**config.mk**
```make
export PLATFORM = sky130hd
export DESIGN_NAME = switch_port_rx
export DESIGN_NICKNAME = d
export VERILOG_FILES = /design/src/rtl/switch_pkg.sv /design/src/rtl/sync_fifo.sv /design/src/rtl/switch_port_rx.sv
export SDC_FILE = /design/constraint.sdc
export NUM_CORES = 1
export LEC_CHECK = 0
export ABC_CLOCK_PERIOD_IN_PS = 3300
export CAP_MARGIN = 5
export CORE_ASPECT_RATIO = 1.25
export CORE_UTILIZATION = 55
export DETAILED_ROUTE_END_ITERATION = 10
export GPL_ROUTABILITY_DRIVEN = 0
export PLACE_DENSITY = 0.79
export SYNTH_ARGS = -nofsm -noshare
export SYNTH_HDL_FRONTEND = slang
export SYNTH_HIERARCHICAL = 1
export SYNTH_SLANG_ARGS = --single-unit
```
**constraint.sdc**
```tcl
create_clock -name clk -period 3.3 [get_ports clk]
set_input_delay 0.825 -clock clk [delete_from_list [all_inputs] [get_ports clk]]
set_output_delay 0.825 -clock clk [all_outputs]
set_load 0.005 [all_outputs]
```
**src/rtl/switch_pkg.sv**
```systemverilog
// Shared types and default sizing for the switch port receive path.
package switch_pkg;

  localparam int DEF_DATA_WIDTH = 8;
  localparam int DEF_FIFO_DEPTH = 4;

  typedef enum logic [1:0] {
    IDLE     = 2'd0,
    ACK      = 2'd1,
    WAIT_LOW = 2'd2
  } rx_state_t;

endpackage

```
**src/rtl/sync_fifo.sv**
```systemverilog
// Single-clock first-word-fall-through FIFO. rd_data is a register that
// always shows the oldest entry and holds its last value when empty.
module sync_fifo #(
  parameter int DATA_WIDTH = 8,
  parameter int DEPTH      = 4
) (
  input  logic                     clk,
  input  logic                     reset,
  input  logic                     wr_en,
  input  logic [DATA_WIDTH-1:0]    wr_data,
  input  logic                     rd_en,
  output logic [DATA_WIDTH-1:0]    rd_data,
  output logic                     empty,
  output logic                     full,
  output logic [$clog2(DEPTH):0]   level
);

  localparam int AW = $clog2(DEPTH);
  localparam int LW = AW + 1;

  logic [DATA_WIDTH-1:0] mem [DEPTH];
  logic [AW-1:0]         wr_ptr;
  logic [AW-1:0]         rd_ptr;
  logic [AW-1:0]         rd_ptr_nxt;
  logic [LW-1:0]         count;
  logic                  do_wr;
  logic                  do_rd;

  assign empty      = (count == '0);
  assign full       = (count == LW'(DEPTH));
  assign level      = count;
  assign do_wr      = wr_en && !full;
  assign do_rd      = rd_en && !empty;
  assign rd_ptr_nxt = rd_ptr + AW'(1);

  // Storage array; no reset needed since rd_data is tracked separately.
  always_ff @(posedge clk) begin
    if (do_wr) mem[wr_ptr] <= wr_data;
  end

  // Pointers and occupancy; pointers wrap naturally at the power-of-two depth.
  always_ff @(posedge clk or negedge reset) begin
    if (!reset) begin
      wr_ptr <= '0;
      rd_ptr <= '0;
      count  <= '0;
    end else begin
      if (do_wr) wr_ptr <= wr_ptr + AW'(1);
      if (do_rd) rd_ptr <= rd_ptr_nxt;
      case ({do_wr, do_rd})
        2'b10:   count <= count + LW'(1);
        2'b01:   count <= count - LW'(1);
        default: count <= count;
      endcase
    end
  end

  // Head-of-queue register: load the new head, otherwise hold.
  always_ff @(posedge clk or negedge reset) begin
    if (!reset) begin
      rd_data <= '0;
    end else if (empty && do_wr) begin
      rd_data <= wr_data;
    end else if (do_rd && count > LW'(1)) begin
      rd_data <= mem[rd_ptr_nxt];
    end else if (do_rd && do_wr) begin
      rd_data <= wr_data;
    end
  end

endmodule

```
**src/rtl/switch_port_rx.sv**
```systemverilog
// Receive side of a switch port: four-phase-style req/ack capture into a
// packet FIFO. Optional packet counter enabled by SWITCH_PORT_RX_PKT_CNT_EN.
//
// state    | meaning
// IDLE     | waiting for port_req; captures when FIFO not full
// ACK      | port_received pulse for one cycle
// WAIT_LOW | waiting for the switch to drop port_req
module switch_port_rx
  import switch_pkg::*;
#(
  parameter int DATA_WIDTH = DEF_DATA_WIDTH,
  parameter int FIFO_DEPTH = DEF_FIFO_DEPTH
) (
  input  logic                          clk,
  input  logic                          reset,
  input  logic                          port_req,
  input  logic [DATA_WIDTH-1:0]         port_data,
  output logic                          port_received,
  input  logic                          rd_en,
  output logic [DATA_WIDTH-1:0]         rd_data,
  output logic                          rd_valid,
  output logic                          full,
  output logic [$clog2(FIFO_DEPTH):0]   level
`ifdef SWITCH_PORT_RX_PKT_CNT_EN
  ,output logic [15:0]                  pkt_count
`endif
);

  rx_state_t state, state_nxt;
  logic      fifo_wr;
  logic      fifo_empty;

  // State register.
  always_ff @(posedge clk or negedge reset) begin
    if (!reset) state <= IDLE;
    else        state <= state_nxt;
  end

  // Next-state logic; full is the registered pre-edge value.
  always_comb begin
    state_nxt = state;
    case (state)
      IDLE:     if (port_req && !full) state_nxt = ACK;
      ACK:      state_nxt = port_req ? WAIT_LOW : IDLE;
      WAIT_LOW: if (!port_req) state_nxt = IDLE;
      default:  state_nxt = IDLE;
    endcase
  end

  // Outputs: capture strobe in IDLE, acknowledge while in ACK.
  always_comb begin
    fifo_wr       = 1'b0;
    port_received = 1'b0;
    case (state)
      IDLE:    fifo_wr = port_req && !full;
      ACK:     port_received = 1'b1;
      default: ;
    endcase
  end

  assign rd_valid = !fifo_empty;

  sync_fifo #(
    .DATA_WIDTH (DATA_WIDTH),
    .DEPTH      (FIFO_DEPTH)
  ) u_fifo (
    .clk     (clk),
    .reset   (reset),
    .wr_en   (fifo_wr),
    .wr_data (port_data),
    .rd_en   (rd_en),
    .rd_data (rd_data),
    .empty   (fifo_empty),
    .full    (full),
    .level   (level)
  );

`ifdef SWITCH_PORT_RX_PKT_CNT_EN
  logic [15:0] pkt_count_q;

  // Captured-packet counter, wraps at 16 bits.
  always_ff @(posedge clk or negedge reset) begin
    if (!reset)       pkt_count_q <= '0;
    else if (fifo_wr) pkt_count_q <= pkt_count_q + 16'd1;
  end

  assign pkt_count = pkt_count_q;
`endif

endmodule

```
# Word level (Yosys, flattened, before mapping)

Memory sizes are Yosys's and may differ from the RTL's.
Index checks and enable logic that the tools add are counted.

Bits in registers: 17
Bits in writable memories: 32
Bits of input ports: 12
Output and inout bits: 14
Memories: 1

Memory list:

| name       | depth | width | read ports | clocked after memory_dff | write ports | RTL line        | text |
|---|---|---|---|---|---|---|---|
| u_fifo.mem | 4     | 8     | 1          | 0                        | 1           | sync_fifo.sv:21 | `logic [DATA_WIDTH-1:0] mem [DEPTH];` |

$add $sub $neg: 4
Order comparisons: 1
Equality and inequality tests: 7
Muxes and demuxes: 12
Reduce and logical (&&, ||, !) cells: 13

Operators with widths:

| cell                                                                 | number |
|---|---|
| 8-bit two-way mux                                                    | 3 |
| 1-bit logical AND                                                    | 6 |
| 2-bit two-way mux                                                    | 3 |
| 2-bit one-hot mux with 3 select lines                                | 1 |
| 3-bit one-hot mux with 2 select lines                                | 1 |
| 2-bit by 1-bit adder with 2-bit output, second input constant        | 2 |
| 2-bit by 1-bit == test with 1-bit output, second input constant      | 2 |
| 2-bit == test, second input constant                                 | 2 |
| 1-bit two-way mux                                                    | 4 |
| 2-bit != test, second input constant                                 | 2 |
| 3-bit by 1-bit adder with 3-bit output, second input constant        | 1 |
| 3-bit == test, second input constant                                 | 1 |
| 3-bit by 1-bit > comparator with 1-bit output, second input constant | 1 |
| 3-bit zero test                                                      | 1 |
| 3-bit nonzero test                                                   | 1 |
| 3-bit by 1-bit subtractor with 3-bit output, second input constant   | 1 |
| 1-bit zero test                                                      | 2 |
| 2-bit zero test                                                      | 1 |
| 2-bit AND reduction                                                  | 1 |
| 2-bit nonzero test                                                   | 1 |

# Depth between registers and ports, before layout

Gate-level depths: netlist of run 1.

Depth after elaboration: 9
Mapped depth: 11
Mapped depth without buffers: 10

# Cells and area by module

The synthesis of run 1 kept the hierarchy.

By module, submodules not included:

| module         | times used | cells each | area an instance (µm²) |
|---|---|---|---|
| sync_fifo      | 1          | 113        | 2069.5 |
| switch_port_rx | 1          | 8          | 93.8 |

# Worst setup path before layout of run 1

OpenSTA, ideal clock, no wires.

Kind: register to register
Start: register u_fifo.count[0], in the netlist u_fifo/level[0]
End: register u_fifo.rd_data[0]
Setup time: 0.125 ns
Data arrival time: 2.550 ns
Data required time: 3.175 ns
Path slack: 0.626 ns
Stages on the path, launching flop included: 11
Path buffers: 1
Cell sequence: dfrtp_1 -> inv_1 -> ha_1 -> and2_1 -> nor4b_1 -> nor2b_1 -> buf_2 -> ha_1 -> a21oi_4 -> mux2_1 -> mux2_2

Longest elaborated chain between the ends: 7

RTL lines:

| what                                                                     | RTL line                         | text |
|---|---|---|
| start, declared                                                          | sync_fifo.sv:25                  | `logic [LW-1:0] count;` |
| start signal, assigned                                                   | sync_fifo.sv:51                  | `2'b10: count <= count + LW'(1);` |
| start signal, assigned                                                   | sync_fifo.sv:52                  | `2'b01: count <= count - LW'(1);` |
| start signal, assigned                                                   | sync_fifo.sv:53                  | `default: count <= count;` |
| 3-bit == test (*)                                                        | sync_fifo.sv:30                  | `assign full = (count == LW'(DEPTH));` |
| named net full                                                           | switch_port_rx.sv:22             | `output logic full,` |
| 1-bit zero test (*)                                                      | switch_port_rx.sv:55             | `IDLE: fifo_wr = port_req && !full;` |
| 1-bit logical AND (*)                                                    | switch_port_rx.sv:55             |  |
| 1-bit two-way mux (*)                                                    | switch_port_rx.sv:54             | `case (state)` |
| named net fifo_wr                                                        | switch_port_rx.sv:30             | `logic fifo_wr;` |
| 1-bit logical AND (*)                                                    | sync_fifo.sv:32                  | `assign do_wr = wr_en && !full;` |
| named net u_fifo.do_wr                                                   | sync_fifo.sv:26                  | `logic do_wr;` |
| 1-bit logical AND, on equally long branches                              | sync_fifo.sv:66, sync_fifo.sv:62 |  |
| 3-bit nonzero test (no source line) or 8-bit two-way mux (tied branches) | n/a                              |  |
| end signal, assigned                                                     | sync_fifo.sv:63                  | `rd_data <= wr_data;` |
| end signal, assigned                                                     | sync_fifo.sv:65                  | `rd_data <= mem[rd_ptr_nxt];` |
| end signal, assigned                                                     | sync_fifo.sv:67                  | `rd_data <= wr_data;` |
| end, declared                                                            | sync_fifo.sv:12                  | `output logic [DATA_WIDTH-1:0] rd_data,` |

The timed path passes the listed nets; every way through them passes the cells marked *.
A chain may end at the register's enable or synchronous reset.

# Worst setup path in the final report of run 1

Start: register u_fifo.count[0], in the netlist u_fifo/level[0]
End: output port full

Longest elaborated chain between the ends: 1

RTL lines:

| what          | RTL line |
|---|---|
| 3-bit == test | sync_fifo.sv:30 |
| end, declared | switch_port_rx.sv:22 |

No other way between the ends.

==> flow_metrics.py, run 1 <==
metrics = {
    "outcome": {
        "status": "complete, no violations",
    },
    "cts": {
        "ctsRootBufferMaster": "clkbuf_8",
        "cts_tree": "yes",
        "cts-buffers-inserted": 5,
        "cts.clk_slew.worst_paths_ps": 80,
        "clock-sinks": 49,
        "cts_max_level": 2,
        "cts_setup_buffers": 0,
        "worstSkewPairLatency_ps": 290,
        "cts_hold_buf": 0,
        "clock_path_buffers": 2,
        "cts_resized": 0,
    },
    "die": {
        "initial_core_util_pct": 57.2,
        "fp.coreArea_um2": 3780,
        "fp.dieArea_um2": 4190,
        "die_h_um": 72.1,
        "rows": 25,
        "ios": 26,
        "dieWidth_um": 58.1,
    },
    "synth": {
        "synth_nets": 143,
        "synth_ff_type": "edfxtp_1",
        "synthCells": 121,
        "syn_avg_cell_area_um2": 17.9,
        "yosysSeqAreaShare_pct": 64.1,
        "synth_warnings": 6,
        "synth_seq_cells": 49,
        "ys_types": 26,
        "synth-edff-count": 32,
        "synthesis.area_um2": 2160,
        "async_flop_share_pct": 34.7,
    },
    "pwr": {
        "power_mw": 2.10,
        "p_comb_share_pct": 38.7,
        "seq_power_share_pct": 46.0,
        "power_frac_clock_pct": 15.3,
        "p_sw_share_pct": 29.8,
        "power_density_nw_per_um2": 820,
        "netSwitchingPower_uw": 625,
        "vdd_drop_max_v": 0.000467,
        "total_leakage_power_nw": 0.971,
        "intPower_mw": 1.47,
    },
    "global_route": {
        "antenna_found_initial": 0,
        "grt_pass1_wl_um": 5520,
        "grt_pass1_vias": 1140,
        "grt_max_degree": 18,
        "grt_usage_pct": 18.6,
        "grt_overflow": 0,
    },
    "setup_path": {
        "cp-start-kind": "flop",
        "path_class": "flop to primary output",
        "worstSetupEndpointType": "primary output",
        "crit_path_max_fanout": 5,
        "required_ps": 2470,
        "cp.arrival_ps": 1770,
    },
    "layout": {
        "syn_to_final_growth_pct": 18.2,
        "nets": 174,
        "num_antenna_cells": 0,
        "nFillCells": 278,
        "drive_above_1_share_pct": 13.1,
        "design_area_um2": 2560,
    },
    "sta": {
        "fmax_mhz": 385,
        "rsz0062_at_grt": "no",
        "hold_viol_final": 0,
        "finalSetupViolations": 0,
        "slew_viol_final": 0,
        "finalClockSkew_ps": 6.86,
        "post-route-min-period_ps": 2600,
        "worstMarginPinSlew_ps": 857,
        "max_slew_margin_pct": 42.7,
        "fin_crit_sh_pct": 78.7,
        "finalSetupTns_ps": 0,
    },
    "detailed_routing": {
        "num_vias": 1097,
        "post-route-drc-count": 0,
        "wl_per_cell_um": 16.7,
        "drtIter0Drc": 28,
        "viasPerCell": 5.30,
        "wl_um": 3450,
        "drtAntennaViolNets": 0,
        "firstDrtPassIters": 4,
    },
    "flow_run": {
        "drv_cap": 0,
    },
    "hold_path": {
        "hold_path_class": "flop to flop",
    },
    "placed_design": {
        "port_buffers": 25,
        "dpl.hpwl_um": 2410,
        "placed_area_um2": 2480,
    },
}
[sequential cells by signal (all words and copies together) (netlist names)]
| register | count |
|---|---|
| u_fifo/mem | 32 |
| u_fifo/rd_ptr | 2 |
| u_fifo/wr_ptr | 2 |
| u_fifo/level | 3 |
| u_fifo/rd_data | 8 |
| state | 2 |
[path summary, 6_finish.rpt]
check | start | endpoint | slack, ps | depth (start not counted)
max | u_fifo/level[0] | full | 700 | 4
min | state[0] | state[0] | 500 | 1
max reg2reg | u_fifo/level[0] | u_fifo/rd_data[5] | 810 | 9
min reg2reg | state[0] | state[0] | 500 | 1
max in group asynchronous | reset | u_fifo/wr_ptr[1] | 1750 | 1
min in group asynchronous | reset | u_fifo/rd_data[3] | 1010 | 1
[cells by family (layout without fill, tap and decap cells)]
group           after synthesis  in the layout  synth area share, %
xor+xnor                      6              6                 2.43
flops                        49             49                 64.1
compound gates                6              6                 2.31
mux                          25             25                 18.5
buf+inv                       9             41                 1.97
fa+ha+maj                    10             10                 5.78
simple gates                 16             16                 4.92
[per-stage QoR]
step / std cells / utilization (%) / worst slack (ps) / hold WS, ps
floorplan: 121 / - / 626 / 449
global route: 207 / 67.6 / 580 / 528
finish: 207 / 67.6 / 702 / 500
detailed placement: 199 / 65.4 / 432 / 488
CTS: 207 / 67.6 / 681 / 499
global placement: 199 / 65.4 / 494 / 466
[synthesized netlist by cell type, drive strengths merged (2+ instances only)]
cell,count,share of area [%]
and2,5,1.4
buf,3,0.92
dfrtp,17,20
edfxtp,32,44
ha,10,5.8
inv,6,1.0
mux2,16,8.3
mux4,8,9.7
nand2,3,0.52
nor2b,4,1.6
nor4b,2,0.81
o21ai,3,0.87
xnor2,4,1.6
xor2,2,0.81
[per-layer routing]
layer,share of wire (%),up-vias,track usage [%]
li1,-,516,-
met1,41,557,22.8
met2,55,19,32.2
met3,2.9,5,4.81
met4,0.90,0,5.56
met5,0,-,0
[layout by cell type (no fill, tap or decap), types with 3 or more instances in the layout]
cell	synthesis	routed
and2_1	5	5
inv_1	6	6
ha_1	10	10
mux4_1	8	8
xnor2_1	4	4
edfxtp_1	32	32
nand2_1	3	3
mux2_1	8	8
dfrtp_1	17	17
mux2_2	8	8
clkbuf_8	0	5
clkdlybuf4s50_1	0	25
[power by group through the flow]
| stage | clock network (mW) | logic [mW] | registers, mW |
|---|---|---|---|
| after floorplan | 0 | 0.563 | 0.922 |
| after global placement | 0 | 0.787 | 0.970 |
| after detailed placement | 0 | 0.824 | 0.987 |
| after CTS | 0.333 | 0.828 | 0.973 |
| after global routing | 0.356 | 0.900 | 0.988 |
| final | 0.321 | 0.811 | 0.965 |
[area by class of cell]
class / instances / area [um^2] / share of cell area, %
timing repair buffer: 27 / 265 / 10.4
inverter: 6 / 22.5 / 0.881
tap: 54 / 67.6 / 2.64
sequential: 49 / 1390 / 54.2
clock buffer: 7 / 76.3 / 2.98
multi-input combinational: 63 / 734 / 28.7
clock inverter: 1 / 5.00 / 0.196
[critical path, stage by stage (launching register included)]
cell	delay (ps)
dfrtp_1	440
inv_1	130
ha_1	200
and2_1	200
clkdlybuf4s50_1	520
Note: power is estimated with default switching activity, not from simulation.
==> run 2, diff against run 1 <==
- ABC_CLOCK_PERIOD_IN_PS: 3300 -> 2700
- clock period: 3.3 -> 2.7 ns (I/O delays scaled with it)
==> flow_metrics.py, run 2 (synthesis results as in run 1) <==
metrics = {
    "layout": {
        "nets": 180,
        "drive_above_1_share_pct": 16.4,
        "finish.utilization_pct": 68.8,
        "syn_to_final_growth_pct": 20.4,
        "top_register": "u_fifo/mem",
        "design_area_um2": 2610,
        "final_cell_count_no_fill": 213,
        "largest_register_ff_count": 32,
        "num_antenna_cells": 0,
        "final_common_cell": "edfxtp_1",
        "final_cell_mix": "edfxtp_1 (32), clkdlybuf4s50_1 (25), dfrtp_1 (17), ha_1 (10)",
    },
    "cts": {
        "cts-buffers-inserted": 5,
        "ctsRootBufferMaster": "clkbuf_8",
        "cts_max_level": 2,
        "cts_tree": "yes",
        "cts_setup_buffers": 0,
        "worstSkewPairLatency_ps": 300,
        "cts.clk_slew.worst_paths_ps": 90,
        "clock-sinks": 49,
        "cts_hold_buf": 0,
        "clock_path_buffers": 2,
        "cts_resized": 0,
    },
    "setup_path": {
        "path_class": "flop to flop",
        "slowest_delay_ps": 440,
        "required_ps": 2890,
        "path_depth": 9,
        "crit_path_end": "u_fifo/rd_data[3]",
        "r2r_cells": 9,
        "critPathTopFamily": "simple AND/OR/NAND/NOR gates",
        "timing.rr.start": "u_fifo/level[0]",
        "rr_endpoint": "u_fifo/rd_data[3]",
        "path_common_cell": "ha_1",
        "cp-start-kind": "flop",
        "worstPathCellList": "inv_1, ha_1, and2_1, nor4b_1, nor2b_1, ha_1, a21oi_4, mux2_1, mux2_2",
        "worstSetupEndpointType": "flop",
        "rrSetupSlack_ps": 210,
        "cp.arrival_ps": 2680,
        "critPathSlowestCell": "dfrtp_1",
        "cp-startpoint": "u_fifo/level[0]",
        "critPathBufInv": 1,
        "crit_path_max_fanout": 8,
    },
    "placed_design": {
        "dp_cells": 205,
        "dp_slack_ps": -49.7,
        "placed_area_um2": 2520,
        "dpl.hpwl_um": 2680,
        "port_buffers": 25,
    },
    "global_route": {
        "grt_pass1_vias": 1186,
        "grt_overflow": 0,
        "grt_max_degree": 18,
        "antenna_found_initial": 0,
        "grt_usage_pct": 20.4,
        "grt_pass1_wl_um": 5820,
    },
    "sta": {
        "fin_hold_ws_ps": 495,
        "finalSetupViolations": 0,
        "fin_crit_sh_pct": 92.4,
        "hold_viol_final": 0,
        "rsz0062_at_grt": "no",
        "worst_slack_ps": 206,
        "max_slew_margin_pct": 64.8,
        "finalSetupTns_ps": 0,
        "post-route-min-period_ps": 2490,
        "finalClockSkew_ps": 10.5,
        "worstMarginPinSlew_ps": 528,
        "fmax_mhz": 401,
        "slew_viol_final": 0,
    },
    "die": {
        "ios": 26,
        "dieWidth_um": 58.1,
        "initial_core_util_pct": 57.2,
        "fp.dieArea_um2": 4190,
        "fp.coreArea_um2": 3780,
        "die_h_um": 72.1,
        "rows": 25,
    },
    "detailed_routing": {
        "wl_um": 3720,
        "wl_per_cell_um": 17.5,
        "post-route-drc-count": 0,
        "num_vias": 1124,
        "viasPerCell": 5.28,
        "drtAntennaViolNets": 0,
        "drtIter0Drc": 20,
        "firstDrtPassIters": 4,
    },
    "hold_path": {
        "hold_path_class": "flop to flop",
        "min_from": "state[0]",
    },
    "pwr": {
        "vdd_drop_max_v": 0.000584,
        "total_leakage_power_nw": 0.999,
        "power_mw": 2.62,
        "power_density_nw_per_um2": 1010,
    },
    "flow_run": {
        "drv_cap": 0,
    },
    "outcome": {
        "status": "complete, no violations",
    },
}
## run 2: worst min-delay path by stage
stage                to  slack (ps)  depth (start not counted)
3_5_place_dp   state[0]         490                          1
5_1_grt        state[0]         520                          1
6_report       state[0]         500                          1
2_1_floorplan  state[0]         380                          0
4_1_cts        state[0]         500                          1
3_3_place_gp   state[0]         470                          1
## run 2: cell type report
cell class                 count  area [um^2]
clock buffer                   7         76.3
multi-input combinational     63          734
inverter                       6         22.5
timing repair buffer          33          310
fill                         276         1180
clock inverter                 1         7.51
sequential                    49         1390
tap                           54         67.6
## run 2: report_power, final
| part | switching, mW | total, mW | internal (mW) |
|---|---|---|---|
| Combinational | 0.401 | 1.03 | 0.627 |
| Clock | 0.226 | 0.409 | 0.183 |
| Sequential | 0.169 | 1.18 | 1.01 |
| Total | 0.795 | 2.62 | 1.82 |
## run 2: routing by layer
metal | part of all wire (%) | track usage [%]
met1 | 41 | 23.2
met2 | 56 | 36.8
met3 | 3.3 | 5.88
met4 | 0.51 | 6.35
met5 | 0 | 0
## run 2: worst register-to-register path: stages (launching register included)
cell and delay, ps:
dfrtp_1 440, inv_1 110, ha_1 240, and2_1 180, nor4b_1 310, nor2b_1 220
ha_1 210, a21oi_4 80, mux2_1 340, mux2_2 270
==> run 3, diff against run 2 <==
- CORE_UTILIZATION: 55 -> 54
- PLACE_DENSITY: 0.79 -> 0.78
- SYNTH_HIERARCHICAL: 1 -> default
==> flow_metrics.py, run 3 <==
metrics = {
    "detailed_routing": {
        "num_vias": 1094,
        "drtIter0Drc": 38,
        "wl_um": 3540,
        "wl_per_cell_um": 16.9,
        "drtAntennaViolNets": 0,
        "post-route-drc-count": 0,
        "firstDrtPassIters": 4,
        "viasPerCell": 5.23,
    },
    "pwr": {
        "total_leakage_power_nw": 0.960,
        "power_mw": 2.75,
        "power_density_nw_per_um2": 1070,
        "vdd_drop_max_v": 0.000564,
    },
    "layout": {
        "final_cell_mix": "edfxtp_1 (32), clkdlybuf4s50_1 (25), mux2_2 (17), dfrtp_1 (17), ha_1 (10)",
        "syn_to_final_growth_pct": 21.1,
        "nFillCells": 285,
        "finish.utilization_pct": 68.1,
        "nets": 176,
        "seq_area_um2": 1390,
        "largest_register_ff_count": 32,
        "multiInputGateArea_um2": 709,
        "drive_above_1_share_pct": 25.8,
        "design_area_um2": 2580,
        "top_register": "u_fifo.mem",
        "num_antenna_cells": 0,
        "final_common_cell": "edfxtp_1",
        "final_cell_count_no_fill": 209,
    },
    "synth": {
        "synth_area_leaders": "edfxtp_1 (45%), dfrtp_1 (20%), mux2_2 (9.0%), mux4_2 (8.5%), ha_1 (5.9%)",
        "synth-edff-count": 32,
        "syn_avg_cell_area_um2": 17.7,
        "synthCells": 120,
        "synth_seq_cells": 49,
        "ys_types": 24,
        "synthesis.area_um2": 2130,
        "synth_top_area_share_pct": 45.2,
        "async_flop_share_pct": 34.7,
        "synth.most_common_cell": "edfxtp_1",
        "synth_top_area_cell": "edfxtp_1",
        "synth_ff_type": "edfxtp_1",
        "synthTopCellsByCount": "edfxtp_1 (32), dfrtp_1 (17), mux2_2 (17)",
        "yosysSeqAreaShare_pct": 65.2,
        "synth_warnings": 0,
        "synth_nets": 142,
    },
    "setup_path": {
        "required_ps": 2030,
        "crit_path_end": "full",
        "rr_endpoint": "u_fifo.rd_data[6]",
        "crit_path_max_fanout": 4,
        "cp.arrival_ps": 1840,
        "r2r_cells": 8,
        "rrSetupSlack_ps": 220,
        "path_class": "flop to primary output",
        "worstSetupEndpointType": "primary output",
        "cp-startpoint": "u_fifo.level[1]",
        "timing.rr.start": "u_fifo.level[1]",
        "cp-start-kind": "flop",
    },
    "placed_design": {
        "dp_slack_ps": 24.3,
        "dpl.hpwl_um": 2520,
        "placed_area_um2": 2470,
        "dp_cells": 201,
        "port_buffers": 25,
    },
    "sta": {
        "finalSetupTns_ps": 0,
        "fmax_mhz": 397,
        "post-route-min-period_ps": 2520,
        "finalClockSkew_ps": 9.50,
        "worst_slack_ps": 181,
        "hold_viol_final": 0,
        "finalSetupViolations": 0,
        "slew_viol_final": 0,
        "fin_crit_sh_pct": 93.3,
        "rsz0062_at_grt": "no",
        "worstMarginPinSlew_ps": 586,
        "fin_hold_ws_ps": 563,
        "max_slew_margin_pct": 61.0,
    },
    "flow_run": {
        "drv_cap": 0,
    },
    "cts": {
        "cts_max_level": 2,
        "cts_tree": "yes",
        "cts_setup_buffers": 0,
        "cts_hold_buf": 0,
        "clock_path_buffers": 2,
        "cts-buffers-inserted": 5,
        "ctsRootBufferMaster": "clkbuf_8",
        "worstSkewPairLatency_ps": 300,
        "cts_resized": 0,
        "clock-sinks": 49,
        "cts.clk_slew.worst_paths_ps": 80,
    },
    "global_route": {
        "grt_pass1_vias": 1172,
        "grt_pass1_wl_um": 5800,
        "grt_overflow": 0,
        "grt_max_degree": 18,
        "antenna_found_initial": 0,
        "grt_usage_pct": 19.8,
    },
    "die": {
        "die_h_um": 72.2,
        "initial_core_util_pct": 56.2,
        "fp.dieArea_um2": 4200,
        "ios": 26,
        "dieWidth_um": 58.1,
        "rows": 25,
        "fp.coreArea_um2": 3780,
    },
    "outcome": {
        "status": "complete, no violations",
    },
    "hold_path": {
        "hold_path_class": "flop to flop",
    },
}
## run 3: routing by layer
layer	vias up	share of wire, %	GRT usage (%)
li1	509	-	-
met1	556	42	24.6
met2	23	52	32.7
met3	6	4.5	6.24
met4	0	1.3	7.14
met5	-	0	0
## run 3: cell families (layout without fill, tap and decap cells)
logic type                 Yosys count  count (layout)  synth area share (%)
DFF                                 49              49                  65.2
muxes                               26              26                  17.9
and+or+nand+nor                     16              16                  4.41
adders and majority gates           10              10                  5.88
buffers and inverters                8              43                  1.47
xor gates and xnor gates             6               6                  2.47
AOI/OAI and AO/OA                    5               5                  2.65
## run 3: worst min path at each step
stage | from | endpoint | slack, ps | cells after the start
final | u_fifo.level[1] | u_fifo.level[1] | 560 | 2
after global routing | u_fifo.wr_ptr[1] | u_fifo.wr_ptr[1] | 610 | 1
after CTS | u_fifo.level[1] | u_fifo.level[1] | 580 | 2
after detailed placement | u_fifo.level[1] | u_fifo.level[1] | 550 | 2
after global placement | u_fifo.level[1] | u_fifo.level[1] | 530 | 2
after floorplan | reset | state[0] | 380 | 0
## run 3: area by class of cell
class                      instances  share of cell area (%)
tap                               54                    2.62
multi-input combinational         63                    27.5
clock inverter                     3                    1.60
timing repair buffer              29                    10.9
inverter                           6                   0.874
clock buffer                       5                    2.67
sequential                        49                    53.8
## run 3: where the power goes
part | switching [mW] | total [mW] | internal [mW]
clock network | 0.235 | 0.507 | 0.273
registers | 0.178 | 1.20 | 1.02
logic | 0.411 | 1.05 | 0.635
## run 3: worst max-delay path, stage by stage, from the launching register on
cell and delay [ps]:
dfrtp_1 420, inv_1 130, ha_1 270, and2_1 210, clkdlybuf4s50_1 520
